==> src/rtl/pixel_stream_pkg.sv <==
// Shared types and coordinate-width constants for the pixel tracker and the crop stage.
package pixel_stream_pkg;

  typedef enum logic [0:0] {
    SEEK     = 1'b0,
    IN_FRAME = 1'b1
  } trk_state_t;

  // Counter width able to hold 0..n-1; never narrower than one bit.
  function automatic int coord_w(input int n);
    return (n <= 2) ? 1 : $clog2(n);
  endfunction

  localparam int DEF_PIXEL_BIT_WIDTH = 10;
  localparam int DEF_IN_ROWS         = 20;
  localparam int DEF_IN_COLS         = 20;
  localparam int DEF_FRAME_CNT_W     = 16;
  localparam int DEF_COL_W           = coord_w(DEF_IN_COLS);
  localparam int DEF_ROW_W           = coord_w(DEF_IN_ROWS);
  localparam int STATS_W             = 16;

endpackage

==> src/rtl/wrap_counter.sv <==
// Modulo-N counter with synchronous clear and increment; clear then increment restarts at 1.
module wrap_counter
  import pixel_stream_pkg::*;
#(
  parameter int MODULUS = 20,
  parameter int W       = coord_w(MODULUS)
) (
  input  logic         clk,
  input  logic         rst,
  input  logic         clr_i,
  input  logic         inc_i,
  output logic [W-1:0] q_o,
  output logic         wrap_o
);

  logic [W-1:0] cnt_q, cnt_d, base;

  always_comb begin
    base   = clr_i ? '0 : cnt_q;
    wrap_o = inc_i && (base == W'(MODULUS - 1));
    cnt_d  = base;
    if (inc_i) cnt_d = wrap_o ? '0 : base + 1'b1;
  end

  always_ff @(posedge clk) begin
    if (rst) cnt_q <= '0;
    else     cnt_q <= cnt_d;
  end

  assign q_o = cnt_q;

endmodule

==> src/rtl/pixel_coord_tracker.sv <==
// SOF-locked pixel pass-through that tracks raster coordinates for the crop stage.
// Optional error/drop statistics are enabled with PIXEL_COORD_TRACKER_STATS_EN.
//
// state    | meaning
// SEEK     | out of lock; non-SOF beats are dropped, an SOF beat is forwarded and locks
// IN_FRAME | locked; beats forwarded and counted, malformed SOF flagged
module pixel_coord_tracker
  import pixel_stream_pkg::*;
#(
  parameter int PIXEL_BIT_WIDTH = DEF_PIXEL_BIT_WIDTH,
  parameter int IN_ROWS         = DEF_IN_ROWS,
  parameter int IN_COLS         = DEF_IN_COLS,
  parameter int FRAME_CNT_W     = DEF_FRAME_CNT_W,
  localparam int COL_W          = coord_w(IN_COLS),
  localparam int ROW_W          = coord_w(IN_ROWS)
) (
  input  logic                       clk,
  input  logic                       rst,
  input  logic                       s_axis_tvalid,
  output logic                       s_axis_tready,
  input  logic [PIXEL_BIT_WIDTH-1:0] s_axis_tdata,
  input  logic                       s_axis_tuser,
  output logic                       m_axis_tvalid,
  input  logic                       m_axis_tready,
  output logic [PIXEL_BIT_WIDTH-1:0] m_axis_tdata,
  output logic [COL_W-1:0]           cnt_col,
  output logic [ROW_W-1:0]           cnt_row,
  output logic                       eol,
  output logic                       eof,
  output logic                       locked,
  output logic [FRAME_CNT_W-1:0]     frame_cnt,
  output logic                       err_early_sof,
  output logic                       err_missing_sof
`ifdef PIXEL_COORD_TRACKER_STATS_EN
  ,
  output logic [STATS_W-1:0]         early_sof_cnt,
  output logic [STATS_W-1:0]         missing_sof_cnt,
  output logic [STATS_W-1:0]         dropped_px_cnt
`endif
);

  trk_state_t             state_q, state_d;
  logic [COL_W-1:0]       col_q;
  logic [ROW_W-1:0]       row_q;
  logic                   col_wrap, row_wrap;
  logic                   at_origin;
  logic                   restart, advance, early_sof, missing_sof;
  logic [FRAME_CNT_W-1:0] frame_cnt_q, frame_cnt_d;
  logic                   err_early_q, err_missing_q;

  assign at_origin = (col_q == '0) && (row_q == '0);

  always_comb begin
    state_d       = state_q;
    s_axis_tready = 1'b1;
    m_axis_tvalid = 1'b0;
    restart       = 1'b0;
    advance       = 1'b0;
    early_sof     = 1'b0;
    missing_sof   = 1'b0;
    case (state_q)
      SEEK: begin
        // The SOF beat is real data, so it honours downstream backpressure.
        if (s_axis_tuser) begin
          s_axis_tready = m_axis_tready;
          m_axis_tvalid = s_axis_tvalid;
          if (s_axis_tvalid && m_axis_tready) begin
            restart = 1'b1;
            state_d = IN_FRAME;
          end
        end
      end
      IN_FRAME: begin
        if (!s_axis_tuser && at_origin) begin
          missing_sof = s_axis_tvalid;
          if (s_axis_tvalid) state_d = SEEK;
        end else begin
          s_axis_tready = m_axis_tready;
          m_axis_tvalid = s_axis_tvalid;
          if (s_axis_tvalid && m_axis_tready) begin
            if (s_axis_tuser) begin
              restart   = 1'b1;
              early_sof = !at_origin;
            end else begin
              advance = 1'b1;
            end
          end
        end
      end
      default: state_d = SEEK;
    endcase
  end

  wrap_counter #(.MODULUS(IN_COLS), .W(COL_W)) u_col (
    .clk    (clk),
    .rst    (rst),
    .clr_i  (restart),
    .inc_i  (restart | advance),
    .q_o    (col_q),
    .wrap_o (col_wrap)
  );

  wrap_counter #(.MODULUS(IN_ROWS), .W(ROW_W)) u_row (
    .clk    (clk),
    .rst    (rst),
    .clr_i  (restart),
    .inc_i  (col_wrap),
    .q_o    (row_q),
    .wrap_o (row_wrap)
  );

  assign frame_cnt_d = frame_cnt_q + FRAME_CNT_W'(row_wrap);

  always_ff @(posedge clk) begin
    if (rst) begin
      state_q       <= SEEK;
      frame_cnt_q   <= '0;
      err_early_q   <= 1'b0;
      err_missing_q <= 1'b0;
    end else begin
      state_q       <= state_d;
      frame_cnt_q   <= frame_cnt_d;
      err_early_q   <= early_sof;
      err_missing_q <= missing_sof;
    end
  end

  assign m_axis_tdata    = s_axis_tdata;
  assign cnt_col         = s_axis_tuser ? '0 : col_q;
  assign cnt_row         = s_axis_tuser ? '0 : row_q;
  assign locked          = (state_q == IN_FRAME);
  assign eol             = locked && (cnt_col == COL_W'(IN_COLS - 1));
  assign eof             = eol && (cnt_row == ROW_W'(IN_ROWS - 1));
  assign frame_cnt       = frame_cnt_q;
  assign err_early_sof   = err_early_q;
  assign err_missing_sof = err_missing_q;

`ifdef PIXEL_COORD_TRACKER_STATS_EN
  logic [STATS_W-1:0] early_cnt_q, missing_cnt_q, drop_cnt_q;
  logic               drop;

  // Accepted but not forwarded: SEEK junk and the missing-SOF beat.
  assign drop = s_axis_tvalid && s_axis_tready && !m_axis_tvalid;

  always_ff @(posedge clk) begin
    if (rst) begin
      early_cnt_q   <= '0;
      missing_cnt_q <= '0;
      drop_cnt_q    <= '0;
    end else begin
      if (early_sof && early_cnt_q != '1)     early_cnt_q   <= early_cnt_q + 1'b1;
      if (missing_sof && missing_cnt_q != '1) missing_cnt_q <= missing_cnt_q + 1'b1;
      if (drop && drop_cnt_q != '1)           drop_cnt_q    <= drop_cnt_q + 1'b1;
    end
  end

  assign early_sof_cnt   = early_cnt_q;
  assign missing_sof_cnt = missing_cnt_q;
  assign dropped_px_cnt  = drop_cnt_q;
`endif

endmodule

==> config.mk <==
export PLATFORM = sky130hd
export DESIGN_NAME = pixel_coord_tracker
export DESIGN_NICKNAME = d
export VERILOG_FILES = /design/src/rtl/pixel_stream_pkg.sv /design/src/rtl/wrap_counter.sv /design/src/rtl/pixel_coord_tracker.sv
export SDC_FILE = /design/constraint.sdc
export NUM_CORES = 1
export LEC_CHECK = 0
export ABC_CLOCK_PERIOD_IN_PS = 4700
export CORE_MARGIN = 2
export CORE_UTILIZATION = 44
export CTS_CLUSTER_DIAMETER = 30
export DETAILED_ROUTE_END_ITERATION = 8
export GPL_TIMING_DRIVEN = 0
export PLACE_DENSITY = 0.88
export SLEW_MARGIN = 10
export SYNTH_ARGS = -nofsm -noshare
export SYNTH_HDL_FRONTEND = slang
export SYNTH_HIERARCHICAL = 1
export SYNTH_SLANG_ARGS = --single-unit
==> constraint.sdc <==
create_clock -name clk -period 4.7 [get_ports clk]
set_input_delay 1.175 -clock clk [delete_from_list [all_inputs] [get_ports clk]]
set_output_delay 1.175 -clock clk [all_outputs]
set_load 0.01 [all_outputs]
==> results.yml <==
final_layout:
  seq_area_um2: 581
  drive_above_1_share_pct: 13.5
  fin_cells: 285
  fin_util_pct: 62.2
  antenna_cells: 0
  area_delta_synth_final_pct: 38.6
  design_area_mm2: 0.00224
  layout_common_cells: "clkdlybuf4s50_1, dfxtp_1, nor2_1"
  final_net_count: 255
  final_common_cell: "clkdlybuf4s50_1"
  nFillCells: 317
  multi_input_area_um2: 943
yosys:
  synth_warnings: 6
  synth_area_mm2: 0.00162
  ys_ff_latch: 29
  syn_avg_cell_area_um2: 8.94
  yosysSeqAreaShare_pct: 35.9
  synth_cells: 181
  synth_area_leader_cell: "dfxtp_1"
  synth_top_area_share_pct: 35.9
  synth_nets: 200
  yosys.cell_types.count: 37
  ys_top_cells_by_area: "dfxtp_1, nor2b_1, nor2_1, xnor2_1, buf_4"
global_route:
  grt_pass1_wl_mm: 6.04
  grt_util_all_layers_pct: 18.1
  grt_antenna_before_repair: 0
  grt_max_degree: 18
  grt_pass1_vias: 1374
  gr-total-overflow: 0
clock_tree:
  clkTransAtPathRegs_ns: 0.06
  cts_sinks: 29
  cts_hold_buf: 0
  h-tree-depth: 2
  cts.path.max_buffers: 2
  cts_tree: "done"
  cts_root_buf: "clkbuf_8"
  clock_latency_ns: 0.28
  cts_buffers: 5
timing:
  fin_crit_sh_pct: 93.7
  hold_ws_ns: 0.544
  layout_min_cycle_time_ns: 4.41
  fmax_mhz: 227
  drv_slew: 0
  hold_viol_final: 0
  maxSlewHeadroom_pct: 57.7
  finalSetupViolations: 0
  setup_ws_ns: 0.295
  skew_ns: 0.0108
  rsz0062_at_grt: "false"
  fin_tns_setup_ns: 0
  worst_pin_slew_ns: 0.632
placed_design:
  placedCellCount: 276
  dp_slack_ns: -0.335
  port_buffers: 47
  hpwl_mm: 2.53
  gp_congestion: 0.764
  placed_area_mm2: 0.00215
setup_path:
  start_kind: "input pin"
  r2r_slack_ns: 1.21
  critPathLaunch: "s_axis_tuser"
  rr_startpoint: "u_row/q_o[2]"
  timing.rr.end: "frame_cnt[12]"
  critPathArrivalTime_ns: 4.57
  worstPathRequired_ns: 4.87
  path_class: "in -> reg"
  reg2regPathDepth: 14
  cp-endpoint: "frame_cnt[12]"
  cp-end-kind: "flip-flop"
  cp_max_fo: 14
power_and_ir_drop:
  irDropWorstVdd_mv: 0.183
  p_leak_nw: 0.809
  finalPower_mw: 0.484
  p_per_area_mw_per_mm2: 216
floorplan:
  io_pins: 58
  dieArea_mm2: 0.00418
  core_mm2: 0.00361
  start_util_pct: 44.9
  die_w_um: 64.6
  die_h_um: 64.6
  num_rows: 22
routing:
  viasPerCell: 5.14
  wl_per_cell_um: 11.9
  drt_iter0_drc: 89
  ant_nets: 0
  remaining_drc_errors: 0
  vias: 1465
  detail_route.first_pass.iterations: 4
  wl_mm: 3.39
min_path:
  min_path_type: "reg -> reg"
outcome:
  outcome: "complete, no violations"
job:
  drv_cap: 0
[final cells by class]
cell class,instances,area share (%)
plain buffers,13,3.85
clock buffers,6,3.24
clock inverters,2,0.446
inverters,3,0.502
multi-input cells,136,42.1
flip-flops and latches,29,25.9
well taps,48,2.68
repair buffers,48,21.3
[worst max-delay path: stages]
cell and delay [ns]:
clkdlybuf4s50_1 0.49, and3_2 0.34, nor2b_1 0.25, ha_1 0.21, nand2_1 0.14, nor4_4 0.29, nand2_1 0.19, nor4_4 0.26
ha_2 0.29, ha_1 0.22, nand2_1 0.10, nor2_1 0.22, nand3_1 0.11, mux2_2 0.28
[report_power, final]
part | switching [mW] | internal [mW]
sequential | 0.00125 | 0.247
clock | 0.0907 | 0.102
combinational | 0.0197 | 0.0230
total | 0.112 | 0.372
[per-layer routing]
| metal | track usage (%) | share of wire, % | vias to the layer above |
|---|---|---|---|
| met5 | 0 | 0 | - |
| met4 | 5.59 | 0.24 | 0 |
| met3 | 5.38 | 6.2 | 2 |
| met2 | 31.6 | 49 | 52 |
| met1 | 21.3 | 45 | 686 |
| li1 | - | - | 725 |
[synth_stat cells, drive strengths merged]
master	instances
nor4	7
o2bb2ai	2
a211oi	2
o21ai	3
and3	4
nand3	9
or2b	2
or2	1
nor2	23
mux2	4
and2	1
xnor2	9
and4b	1
and4	1
inv	3
a21bo	2
ha	4
nand2	10
a21oi	2
nand4	3
xor2	4
nand3b	2
nor3	8
buf	10
nor2b	22
o31ai	2
clkbuf	3
dfxtp	29
or3	1
nand2b	5
nand4b	2
[worst min path at each step]
stage                   from               to  slack (ns)  cells after the start
3_5_place_dp    frame_cnt[5]     frame_cnt[5]        0.54                      2
2_1_floorplan         locked  err_missing_sof        0.53                      2
4_1_cts         frame_cnt[5]     frame_cnt[5]        0.55                      2
5_1_grt        frame_cnt[10]    frame_cnt[10]        0.59                      2
6_report        frame_cnt[5]     frame_cnt[5]        0.54                      2
3_3_place_gp    frame_cnt[5]     frame_cnt[5]        0.51                      2
[flip-flops by register name (all words and copies together) (netlist names)]
name	cells
frame_cnt	16
u_col/q_o	5
err_missing_sof	1
err_early_sof	1
locked	1
u_row/q_o	5
[logic make-up after synthesis]
family                   after synthesis  synth area share [%]
AND/OR/NAND/NOR                      102                  38.8
flip-flops                            29                  35.9
buffers and inverters                 16                  6.03
AO/OA/AOI/OAI                         13                  6.34
XOR/XNOR                              13                  7.04
multiplexers                           4                  2.78
adder cells (fa/ha/maj)                4                  3.09
[timing repair]
item | in CTS | in global routing
endpoints found under the setup margin | 2 | 5
pin swaps | 1 | 0
gates cloned | 0 | 0
gates resized for setup | 0 | 2
buffers inserted | 1 | 0
Power figures use the tool's default switching activity.
